File: config.mk
export PLATFORM = sky130hd
export DESIGN_NAME = wb_arb
export DESIGN_NICKNAME = d
export VERILOG_FILES = /design/src/rtl/wb_arb.sv
export SDC_FILE = /design/constraint.sdc
export NUM_CORES = 1
export LEC_CHECK = 0
export ABC_AREA = 1
export CAP_MARGIN = 15
export CORE_ASPECT_RATIO = 1.75
export CORE_UTILIZATION = 24
export DETAILED_ROUTE_END_ITERATION = 16
export RECOVER_POWER = 100
export SYNTH_ARGS = -nofsm -noshare
export SYNTH_HDL_FRONTEND = slang
export SYNTH_SLANG_ARGS = --single-unit
File: constraint.sdc
create_clock -name clk -period 8.4 [get_ports clk]
set_input_delay 1.68 -clock clk [delete_from_list [all_inputs] [get_ports clk]]
set_output_delay 1.68 -clock clk [all_outputs]
set_load 0.005 [all_outputs]
File: src/rtl/wb_arb.sv
// Writeback arbiter: merges the ALU result stream and a buffered long-latency stream onto the register-file write port.
// Latency: one cycle from the selected source to d/rd/wr; a long-latency entry reaches wr no earlier than 2 cycles after its push.
// Backpressure: ALU is never stalled per cycle; ext_ready = !full; stall asks upstream to idle the ALU so a starved FIFO head can drain.
// Optional: define WB_BYPASS_EN to add the regfile read bypass ports (byp_*).
module wb_arb #(
  parameter int DEPTH      = 2,
  parameter int STARVE_MAX = 4
) (
  input  logic        clk,
  input  logic        rst,
  input  logic [63:0] alu_d,
  input  logic [4:0]  alu_rd,
  input  logic        alu_wr,
  input  logic [63:0] ext_d,
  input  logic [4:0]  ext_rd,
  input  logic        ext_valid,
  output logic        ext_ready,
  input  logic [4:0]  iss_rd,
  input  logic        iss_set,
  output logic [31:0] pend,
  output logic        stall,
`ifdef WB_BYPASS_EN
  input  logic [4:0]  byp_rs1,
  input  logic [4:0]  byp_rs2,
  input  logic [63:0] byp_r1_in,
  input  logic [63:0] byp_r2_in,
  output logic [63:0] byp_r1,
  output logic [63:0] byp_r2,
`endif
  output logic [63:0] d,
  output logic [4:0]  rd,
  output logic        wr
);

  localparam int PW = $clog2(DEPTH);
  localparam int CW = PW + 1;
  localparam logic [CW-1:0] FULL_CNT   = CW'(DEPTH);
  localparam logic [3:0]    STARVE_LIM = 4'(STARVE_MAX);

  logic [63:0]   mem_d  [DEPTH];
  logic [4:0]    mem_rd [DEPTH];
  logic [PW-1:0] wptr;
  logic [PW-1:0] rptr;
  logic [CW-1:0] count;
  logic [3:0]    starve;
  logic [31:0]   pend_nxt;

  logic        fifo_empty;
  logic        push;
  logic        pop;
  logic        alu_sel;
  logic [63:0] head_d;
  logic [4:0]  head_rd;

  // Ready comes from the registered count only, so a pop never opens the FIFO in the same cycle.
  assign fifo_empty = (count == '0);
  assign ext_ready  = (count != FULL_CNT);
  assign stall      = (starve == STARVE_LIM) && !fifo_empty;
  assign push       = ext_valid && ext_ready;
  // A starving head beats the ALU; an ALU write to x0 is ignored and never blocks the FIFO.
  assign alu_sel    = alu_wr && (alu_rd != 5'd0) && !stall;
  assign pop        = !fifo_empty && !alu_sel;
  assign head_d     = mem_d[rptr];
  assign head_rd    = mem_rd[rptr];

  // FIFO storage needs no reset; validity is tracked by count.
  always_ff @(posedge clk) begin
    if (push) begin
      mem_d[wptr]  <= ext_d;
      mem_rd[wptr] <= ext_rd;
    end
  end

  // FIFO pointers and occupancy; pointers wrap naturally since DEPTH is a power of two.
  always_ff @(posedge clk or posedge rst) begin
    if (rst) begin
      wptr  <= '0;
      rptr  <= '0;
      count <= '0;
    end else begin
      if (push) wptr <= wptr + PW'(1);
      if (pop)  rptr <= rptr + PW'(1);
      case ({push, pop})
        2'b10:   count <= count + CW'(1);
        2'b01:   count <= count - CW'(1);
        default: count <= count;
      endcase
    end
  end

  // Register-file write port; d/rd hold whenever nothing is written.
  always_ff @(posedge clk or posedge rst) begin
    if (rst) begin
      wr <= 1'b0;
      d  <= '0;
      rd <= '0;
    end else if (alu_sel) begin
      wr <= 1'b1;
      d  <= alu_d;
      rd <= alu_rd;
    end else if (pop && (head_rd != 5'd0)) begin
      wr <= 1'b1;
      d  <= head_d;
      rd <= head_rd;
    end else begin
      wr <= 1'b0;
    end
  end

  // Pending bitmap next state: pop clears, issue sets afterwards so a same-cycle set wins.
  always_comb begin
    pend_nxt = pend;
    if (pop)     pend_nxt[head_rd] = 1'b0;
    if (iss_set) pend_nxt[iss_rd]  = 1'b1;
    pend_nxt[0] = 1'b0;
  end

  // Pending bitmap register.
  always_ff @(posedge clk or posedge rst) begin
    if (rst) pend <= '0;
    else     pend <= pend_nxt;
  end

  // Starvation counter: counts ALU wins over a waiting head, saturating at the limit.
  always_ff @(posedge clk or posedge rst) begin
    if (rst) begin
      starve <= '0;
    end else if (fifo_empty || pop) begin
      starve <= '0;
    end else if (starve != STARVE_LIM) begin
      starve <= starve + 4'd1;
    end
  end

`ifdef WB_BYPASS_EN
  // Forward the write in flight when the regfile would still return the old value.
  always_comb begin
    byp_r1 = byp_r1_in;
    byp_r2 = byp_r2_in;
    if (wr && (rd == byp_rs1) && (byp_rs1 != 5'd0)) byp_r1 = d;
    if (wr && (rd == byp_rs2) && (byp_rs2 != 5'd0)) byp_r2 = d;
  end
`endif

endmodule

==> impl_metrics.ini, run 1 <==
[worst_hold_path]
hp-class = reg2reg

[yosys]
ys_warn_count = 0
synth_compound_area_frac = 0.00186
synthFlopType = edfxtp_1
synth_top_area_frac = 0.384
ys_types = 29
ys_seq_elements = 247
synthMuxAreaShare = 0
synthTopCellsByCount = nand2_1 (652), edfxtp_1 (138), dfrtp_1 (109), nand3_1 (101), nor2_1 (43)
async_flop_share = 0.441
post-synth-top-count-cell = nand2_1
synth_area_per_cell_sq_um = 9.21
synth_area_leaders = edfxtp_1 (38%), dfrtp_1 (25%), nand2_1 (23%), nand3_1 (4.7%), buf_2 (1.9%)
syn_area_sq_mm = 0.0108
syn_inst = 1171
synthXorXnorAreaFrac = 0.00406
synth_top_family_by_area = simple AND/OR/NAND/NOR gates
seq_area_frac_synth = 0.637
synth-edff-count = 138
syn-num-nets = 1322
synth_top_cell_by_area = edfxtp_1
synth-simple-area-share = 0.316
synthAdderAreaFrac = 0.00348

[detailed_routing]
finalWirelength_mm = 32.8
avgRoutedWirePerCell_microns = 16.4
via_per_inst = 4.32
via_count = 8654
dr.pass1.iters = 5
drcViolationCount = 0
drt_iter0_drc = 565
ant_nets = 0

[final_layout]
register_area_sq_mm = 0.00687
syn_to_final_growth_pct = 35.7
multi_input_area_sq_mm = 0.00352
final_layout_size_suffix_gt1_frac = 0.0599
fill_cells = 4530
finalNetCount = 1550

[sta]
slew-limit-headroom = -2.10
finalCritPeriodShare = 0.698
report.final.setup_viol = 0
tns_ns = 0
period_needed_ns = 5.87
holdWs_ns = 0.464
final.setup.worst_slack_ns = 2.53
rsz0062_at_grt = no
hold_viol = 0
worst_pin_slew_ns = 4.66
fmax_mhz = 170
fin_worst_skew_ns = 0.0182
slew_violations = 306

[floorplanning]
start_util = 0.243
coreArea_sq_mm = 0.0443
die_y_microns = 282
dieArea_sq_mm = 0.0458
ios = 252
core.rowCount = 102
die_x_microns = 162

[clock_tree]
clk_latency_ns = 0.54
cts.sinks = 247
cts_tree = yes
ctsResizeCount = 0
cts.root.buffer_cell = clkbuf_16
postCtsSetupBuffers = 0
cts_buffers = 25
cts-hold-fix-buffers = 0
htreeDepth = 1
clock_path_buffers = 3
clk_pin_slew_worst_paths_ns = 0.07

[placed_design]
gp_congestion = 0.841
io_buffers = 250
dp_slack_ns = 4.21
dpl.hpwl_mm = 21.7

[global_routing]
grt_pass1_wl_mm = 49.0
grt_pass1_vias = 8577
grt_max_degree = 79
antenna_found_initial = 14
track_usage = 0.142
grt.overflow.total = 0

[status]
status = complete, but fails checks
failed_checks = capacitance limit, slew limit

[critical_path]
path_delay_family = buffers and inverters
cp.arrival_ns = 5.89
cp-end-kind = register
critPathMaxFanout = 70
cp_slowest_cell = clkbuf_1
critPathRequiredTime_ns = 8.42
path_cells = dlygate4sd3_1 -> nand2_1 -> nor2_4 -> clkbuf_1
max_stage_delay_ns = 3.23
critPathBufInv = 2
critical_path_class = in2reg
critPathLaunchType = input pin

[power_and_ir_drop]
p_leak_nw = 6.49
irDropWorstVdd_mv = 0.181
power_density_mw_per_mm2 = 329

[run]
maxCapViolCount = 5
## routing by layer
| metal | up-vias | share of wire | GRT usage |
|---|---|---|---|
| li1 | 4220 | - | - |
| met1 | 4043 | 0.38 | 0.159 |
| met2 | 306 | 0.52 | 0.253 |
| met3 | 79 | 0.047 | 0.0188 |
| met4 | 6 | 0.051 | 0.0919 |
| met5 | - | 0.0011 | 0 |
## worst paths after layout
check | startpoint | endpoint | slack, ns | cells past startpoint
max | ext_valid | mem_d[1][56]$_DFFE_PP_ | 2.53 | 4
min | pend[1]$_DFF_PP0_ | pend[1]$_DFF_PP0_ | 0.46 | 2
max reg2reg | count[0]$_DFFE_PP0P_ | rd[3]$_DFFE_PP0P_ | 3.21 | 10
min reg2reg | pend[1]$_DFF_PP0_ | pend[1]$_DFF_PP0_ | 0.46 | 2
max in group asynchronous | rst | rptr$_DFFE_PP0P_ | 4.36 | 3
min in group asynchronous | rst | d[23]$_DFFE_PP0P_ | 2.25 | 2
## cells by family after synthesis
group,after synthesis
xor gates and xnor gates,5
adders and majority gates,3
AOI/OAI and AO/OA,4
DFF,247
buffers and inverters,79
other,1
and+or+nand+nor,832
## cell usage in the layout (no fill, tap or decap), drive strengths merged
cell / count
diode: 12
xnor2: 2
o21ai: 2
edfxtp: 138
clkinv: 10
buf: 6
bufinv: 2
clkdlybuf4s50: 76
nand3b: 1
nor3: 9
nand3: 114
inv: 24
clkbuf: 30
dlygate4sd3: 174
a21oi: 2
clkinvlp: 4
nand2: 662
xor2: 3
dfrtp: 109
nor2: 46
ha: 3
conb: 1
## area by class of cell
| cell class | count | area share |
|---|---|---|
| Timing Repair Buffer | 259 | 0.175 |
| Antenna cell | 12 | 0.00205 |
| Clock inverter | 19 | 0.0125 |
| Inverter | 21 | 0.00565 |
| Clock buffer | 27 | 0.0454 |
| Tap cell | 572 | 0.0489 |
| Sequential cell | 247 | 0.470 |
| Multi-Input combinational cell | 845 | 0.240 |
## where the power goes
part           switching, W  leakage [nW]  total [W]  internal, W
clock              0.000498         0.416    0.00114     0.000644
sequential         0.000200          2.61    0.00195      0.00175
combinational       0.00104          3.46    0.00171     0.000672
total               0.00174          6.49    0.00481      0.00307
## tightest hold or removal path: cells and delay by family (launching register included)
family,cells,cell delay (ns)
flip-flops,1,0.34
AND/OR/NAND/NOR,2,0.09
## sequential cells by signal (all words and copies together), names as in the netlist
name	cells
mem_d	128
d	64
pend	31
mem_rd	10
rd	5
starve	4
count	2
rptr	1
wptr	1
wr	1
## through the flow
step / instances / power (W) / util / instance area, sq um
detailed placement: 1944 / 0.00381 / 0.311 / 13800
global route: 2001 / 0.00515 / 0.330 / 14600
finish: 2002 / 0.00481 / 0.330 / 14600
global placement: 1944 / 0.00377 / 0.311 / 13800
CTS: 1990 / 0.00498 / 0.330 / 14600
floorplan: 1171 / 0.00286 / - / 10800
No activity file was read; power rests on OpenSTA's default activity.
==> run 2, diff against run 1 <==
==> constraint.sdc (replaced) <==
create_clock -name clk -period 6 [get_ports clk]
set_input_delay 1.2 -clock clk [delete_from_list [all_inputs] [get_ports clk]]
set_output_delay 1.2 -clock clk [all_outputs]
set_load 0.005 [all_outputs]
==> run 2 against run 1 <==
Against the previous run: the flow still finishes with violations (capacitance limit, slew limit); setup slack lost 0.92 ns; total power grew 42%; flip-flop and latch count is the same; cell count is essentially flat; count of clock-buffer cells in the layout grew 10; critical path depth grew 4; clock skew shrank 0.0065 ns; largest cell class unchanged.
==> impl_metrics.ini, run 2 (synthesis results as in run 1) <==
[placed_design]
io_buffers = 250
gp_congestion = 0.863
dpl.hpwl_mm = 21.8
place_inst = 1944

[global_routing]
busiest_layer = met2
track_usage = 0.142
grt_pass1_wl_mm = 49.3
antenna_found_initial = 10
grt.overflow.total = 0
met2_usage = 0.261
grt_pass1_vias = 8718
met3_usage = 0.0216
grt_max_degree = 138
use_met1 = 0.154

[sta]
finalCritPeriodShare = 0.730
worst_pin_slew_ns = 2.26
rsz0062_at_grt = no
fmax_mhz = 228
slew-limit-headroom = -0.516
report.final.setup_viol = 0
period_needed_ns = 4.38
fin_worst_skew_ns = 0.0117
hold_viol = 0
slew_violations = 269
tns_ns = 0

[detailed_routing]
finalWirelength_mm = 32.9
via_per_inst = 4.35
drt_iter0_drc = 619
ant_nets = 0
drcViolationCount = 0
avgRoutedWirePerCell_microns = 16.4
dr.pass1.iters = 5
via_count = 8706

[final_layout]
final_cells = 2001
syn_to_final_growth_pct = 36.5
finalNetCount = 1551
layout_common_cells = nand2_1 (652), dlygate4sd3_1 (174), edfxtp_1 (138)
largest_reg_flops = 128
layout_commonest_cell = nand2_1
final_layout_size_suffix_gt1_frac = 0.0556
top_register = mem_d
top_regs = mem_d x128, d x64, pend x31

[critical_path]
cp_slowest_cell = nor2_1
crit_top_cell = nor2_1
path_delay_family = simple AND/OR/NAND/NOR gates
critPathBufInv = 2
critPathLaunchType = input pin
cp.arrival_ns = 4.85
max_stage_delay_ns = 1.27
cp-end-kind = register
critPathMaxFanout = 25
critical_path_class = in2reg
critPathRequiredTime_ns = 6.47
path_cells = dlygate4sd3_1 -> nor2_1 -> nand3b_1 -> nand2_1 -> nor2_1 -> clkbuf_1 -> nand2_1 -> nor2_1

[clock_tree]
postCtsSetupBuffers = 0
htreeDepth = 1
cts.root.buffer_cell = clkbuf_16
ctsResizeCount = 0
clock_path_buffers = 3
cts_buffers = 26
cts-hold-fix-buffers = 0
clk_pin_slew_worst_paths_ns = 0.06
clk_latency_ns = 0.54
cts.sinks = 247
cts_tree = yes

[run]
maxCapViolCount = 6

[worst_hold_path]
hp-class = reg2reg

[floorplanning]
core.rowCount = 102
dieArea_sq_mm = 0.0458
die_x_microns = 162
die_y_microns = 282
start_util = 0.243
coreArea_sq_mm = 0.0443
ios = 252

[status]
status = complete, but fails checks
failed_checks = capacitance limit, slew limit

[power_and_ir_drop]
p_leak_nw = 6.53
irDropWorstVdd_mv = 0.371
power_density_mw_per_mm2 = 465
[run 2: cell types whose count changed in the layout (fill, tap and decap cells not counted), sizes merged]
cell	delta
clkinvlp	-2
bufinv	+1
buf	-1
inv	-2
diode	-3
clkinv	-5
clkbuf	+11
[run 2: cell type report]
type                    instances  area (sq um)
fillers                      4482         29600
repair buffers                259          2570
clock inverters                11           136
flip-flops and latches        247          6870
diodes                          9          22.5
multi-input cells             845          3520
clock buffers                  37           798
well taps                     572           716
inverters                      21          82.6
[run 2: where the power goes]
group / total, W / switching (W) / internal [W]
clock network: 0.00174 / 0.000679 / 0.00106
registers: 0.00273 / 0.000300 / 0.00243
logic: 0.00237 / 0.00143 / 0.000936
total: 0.00684 / 0.00241 / 0.00443
[run 2: final timing paths]
kind | slack, ns | cells after the start | to | from
worst max-delay path | 1.62 | 8 | starve[1]$_DFFE_PP0P_ | alu_rd[3]
worst min-delay path | 0.47 | 2 | pend[16]$_DFF_PP0_ | pend[16]$_DFF_PP0_
worst max register to register | 2.11 | 8 | starve[1]$_DFFE_PP0P_ | count[0]$_DFFE_PP0P_
worst min register to register | 0.47 | 2 | pend[16]$_DFF_PP0_ | pend[16]$_DFF_PP0_
max in group asynchronous | 1.89 | 3 | rptr$_DFFE_PP0P_ | rst
min in group asynchronous | 1.73 | 2 | pend[27]$_DFF_PP0_ | rst
[run 2: worst min-delay path, stage by stage, from the launching register on]
cell and delay, ns:
dfrtp_1 0.34, nand2_1 0.05, nand2_1 0.04
[run 2: stage by stage]
stage / hold slack (ns) / setup slack, ns / utilization / power (W) / cell area, sq um
3_5_place_dp: 0.462 / 2.32 / 0.311 / 0.00534 / 13800
6_report: 0.468 / 1.62 / 0.332 / 0.00684 / 14700
3_3_place_gp: 0.455 / 2.35 / 0.311 / 0.00528 / 13800
4_1_cts: 0.479 / 2.46 / 0.333 / 0.00710 / 14700
5_1_grt: 0.488 / 1.22 / 0.332 / 0.00731 / 14700
2_1_floorplan: 0.453 / 1.31 / - / 0.00400 / 10800
[run 2: per-layer routing]
layer | vias to the layer above | part of all wire
met3 | 73 | 0.054
met5 | - | 0.00040
li1 | 4221 | -
met4 | 2 | 0.048
met2 | 309 | 0.53
met1 | 4101 | 0.37
==> run 3, diff against run 2 <==
==> constraint.sdc (replaced) <==
create_clock -name clk -period 3.9 [get_ports clk]
set_input_delay 0.78 -clock clk [delete_from_list [all_inputs] [get_ports clk]]
set_output_delay 0.78 -clock clk [all_outputs]
set_load 0.005 [all_outputs]
==> run 3 against run 2 <==
Against the previous run: the run still ends with capacitance limit, slew limit left; setup slack worse by 0.92 ns; critical path depth stayed put; first-iteration DRC count is 23% lower; sequential power is 54% higher; via count is 1.0% lower; hold slack hardly changed; cell area is 0.29% lower; critical endpoint is now pend[12]$_DFF_PP0_; largest cell class unchanged.
==> impl_metrics.ini, run 3 (synthesis results as in run 1) <==
[critical_path]
cp_slowest_cell = clkbuf_1
cp-end-kind = register
path_delay_family = simple AND/OR/NAND/NOR gates
crit_path_start = alu_rd[4]
critical_path_class = in2reg
cp.arrival_ns = 3.63
max_stage_delay_ns = 0.83
rrSetupSlack_ns = 0.79
critPathMaxFanout = 24
timing.rr.start = rptr$_DFFE_PP0P_
critPathBufInv = 2
path_cells = dlygate4sd3_1 -> nor2_1 -> nand3b_1 -> nand3_1 -> clkbuf_1 -> nand3_1 -> nand2_1 -> nand2_1
critPathRequiredTime_ns = 4.33
critPathLaunchType = input pin

[final_layout]
final_layout_size_suffix_gt1_frac = 0.0569
top_register = mem_d
fill_cells = 4494
final_cells = 2006
top_regs = mem_d x128, d x64, pend x31
syn_to_final_growth_pct = 36.1
largest_reg_flops = 128
layout_commonest_cell = nand2_1
fin_util = 0.331
finalNetCount = 1556
layout_common_cells = nand2_1 (655), dlygate4sd3_1 (174), edfxtp_1 (138)

[power_and_ir_drop]
power_frac_comb = 0.350
p_leak_nw = 6.52
power.share.sequential = 0.409
power_frac_clock = 0.241
switchingPower_w = 0.00368
totalPowerFinal_w = 0.0103
internal_power_w = 0.00663
irDropWorstVdd_mv = 0.421
swShare = 0.357
power_density_mw_per_mm2 = 703

[detailed_routing]
via_count = 8617
finalWirelength_mm = 33.0
ant_nets = 0
drcViolationCount = 0
via_per_inst = 4.30
avgRoutedWirePerCell_microns = 16.5
drt_iter0_drc = 476
dr.pass1.iters = 6

[sta]
tns_ns = 0
worst_pin_slew_ns = 2.09
slew_violations = 141
period_needed_ns = 3.20
slew-limit-headroom = -0.395
fin_worst_skew_ns = 0.0191
fmax_mhz = 313
finalCritPeriodShare = 0.820
hold_viol = 0
report.final.setup_viol = 0
rsz0062_at_grt = no

[placed_design]
io_buffers = 250
gp_congestion = 0.852
dpl.hpwl_mm = 22.3
place_inst = 1950

[floorplanning]
core.rowCount = 102
ios = 252
die_y_microns = 282
coreArea_sq_mm = 0.0443
dieArea_sq_mm = 0.0458
start_util = 0.243
die_x_microns = 162

[worst_hold_path]
worst_hold_startpoint = pend[16]$_DFF_PP0_
hp-class = reg2reg

[clock_tree]
cts.root.buffer_cell = clkbuf_16
cts_buffers = 25
clk_latency_ns = 0.55
clock_path_buffers = 3
cts_tree = yes
htreeDepth = 1
postCtsSetupBuffers = 0
cts.sinks = 247
ctsResizeCount = 0
clk_pin_slew_worst_paths_ns = 0.06
cts-hold-fix-buffers = 0

[global_routing]
grt_pass1_wl_mm = 48.8
grt.overflow.total = 0
antenna_found_initial = 15
grt_pass1_vias = 8552
grt_max_degree = 110
track_usage = 0.142

[status]
failed_checks = capacitance limit, slew limit
status = complete, but fails checks

[run]
maxCapViolCount = 2
## run 3: cell count changes in the layout (fill, tap and decap cells not counted), moves of 2 or more
cell / before / now
clkinv_1: 3 / 1
nand2_2: 7 / 5
clkinv_2: 2 / 4
clkbuf_16: 31 / 27
buf_12: 1 / 3
nand2_1: 652 / 655
clkbuf_8: 0 / 2
buf_4: 4 / 8
## run 3: power by group through the flow
| stage | Sequential, W | Clock (W) | Combinational [W] |
|---|---|---|---|
| detailed placement | 0.00426 | 0 | 0.00398 |
| floorplan | 0.00417 | 0 | 0.00196 |
| global placement | 0.00425 | 0 | 0.00392 |
| global route | 0.00431 | 0.00267 | 0.00406 |
| CTS | 0.00422 | 0.00257 | 0.00398 |
| finish | 0.00421 | 0.00249 | 0.00361 |
## run 3: layout make-up
type	count	area, sq um	area share
sequential	247	6870	0.468
clock inverter	10	108	0.00733
clock buffer	36	729	0.0497
multi-input combinational	845	3500	0.238
timing repair buffer	265	2640	0.180
antenna	10	25.0	0.00171
tap	572	716	0.0488
inverter	21	82.6	0.00563
## run 3: path summary, 6_finish.rpt
kind / end / depth (start not counted)
min in group asynchronous: d[22]$_DFFE_PP0P_ / 3
max reg2reg: d[16]$_DFFE_PP0P_ / 10
min reg2reg: pend[16]$_DFF_PP0_ / 2
min: pend[16]$_DFF_PP0_ / 2
max in group asynchronous: d[59]$_DFFE_PP0P_ / 3
max: pend[12]$_DFF_PP0_ / 8
## run 3: stage by stage
stage | instance area, sq um | worst slack, ns | hold WS [ns]
final | 14700 | 0.700 | 0.468
after floorplan | 10800 | 0.246 | 0.453
after global routing | 14700 | 0.421 | 0.480
after detailed placement | 13900 | 0.810 | 0.458
after CTS | 14700 | 0.868 | 0.475
after global placement | 13900 | 0.797 | 0.458
## run 3: per-layer routing
layer  wire length, microns  track usage
met1                  12400        0.151
met2                  18000        0.268
met3                   1430       0.0202
met4                   1250       0.0731
met5                     23            0
## run 3: worst min-delay path, delay by kind of cell, from the launching register on
kind / cells / cell delay (ns)
DFF: 1 / 0.34
and+or+nand+nor: 2 / 0.09
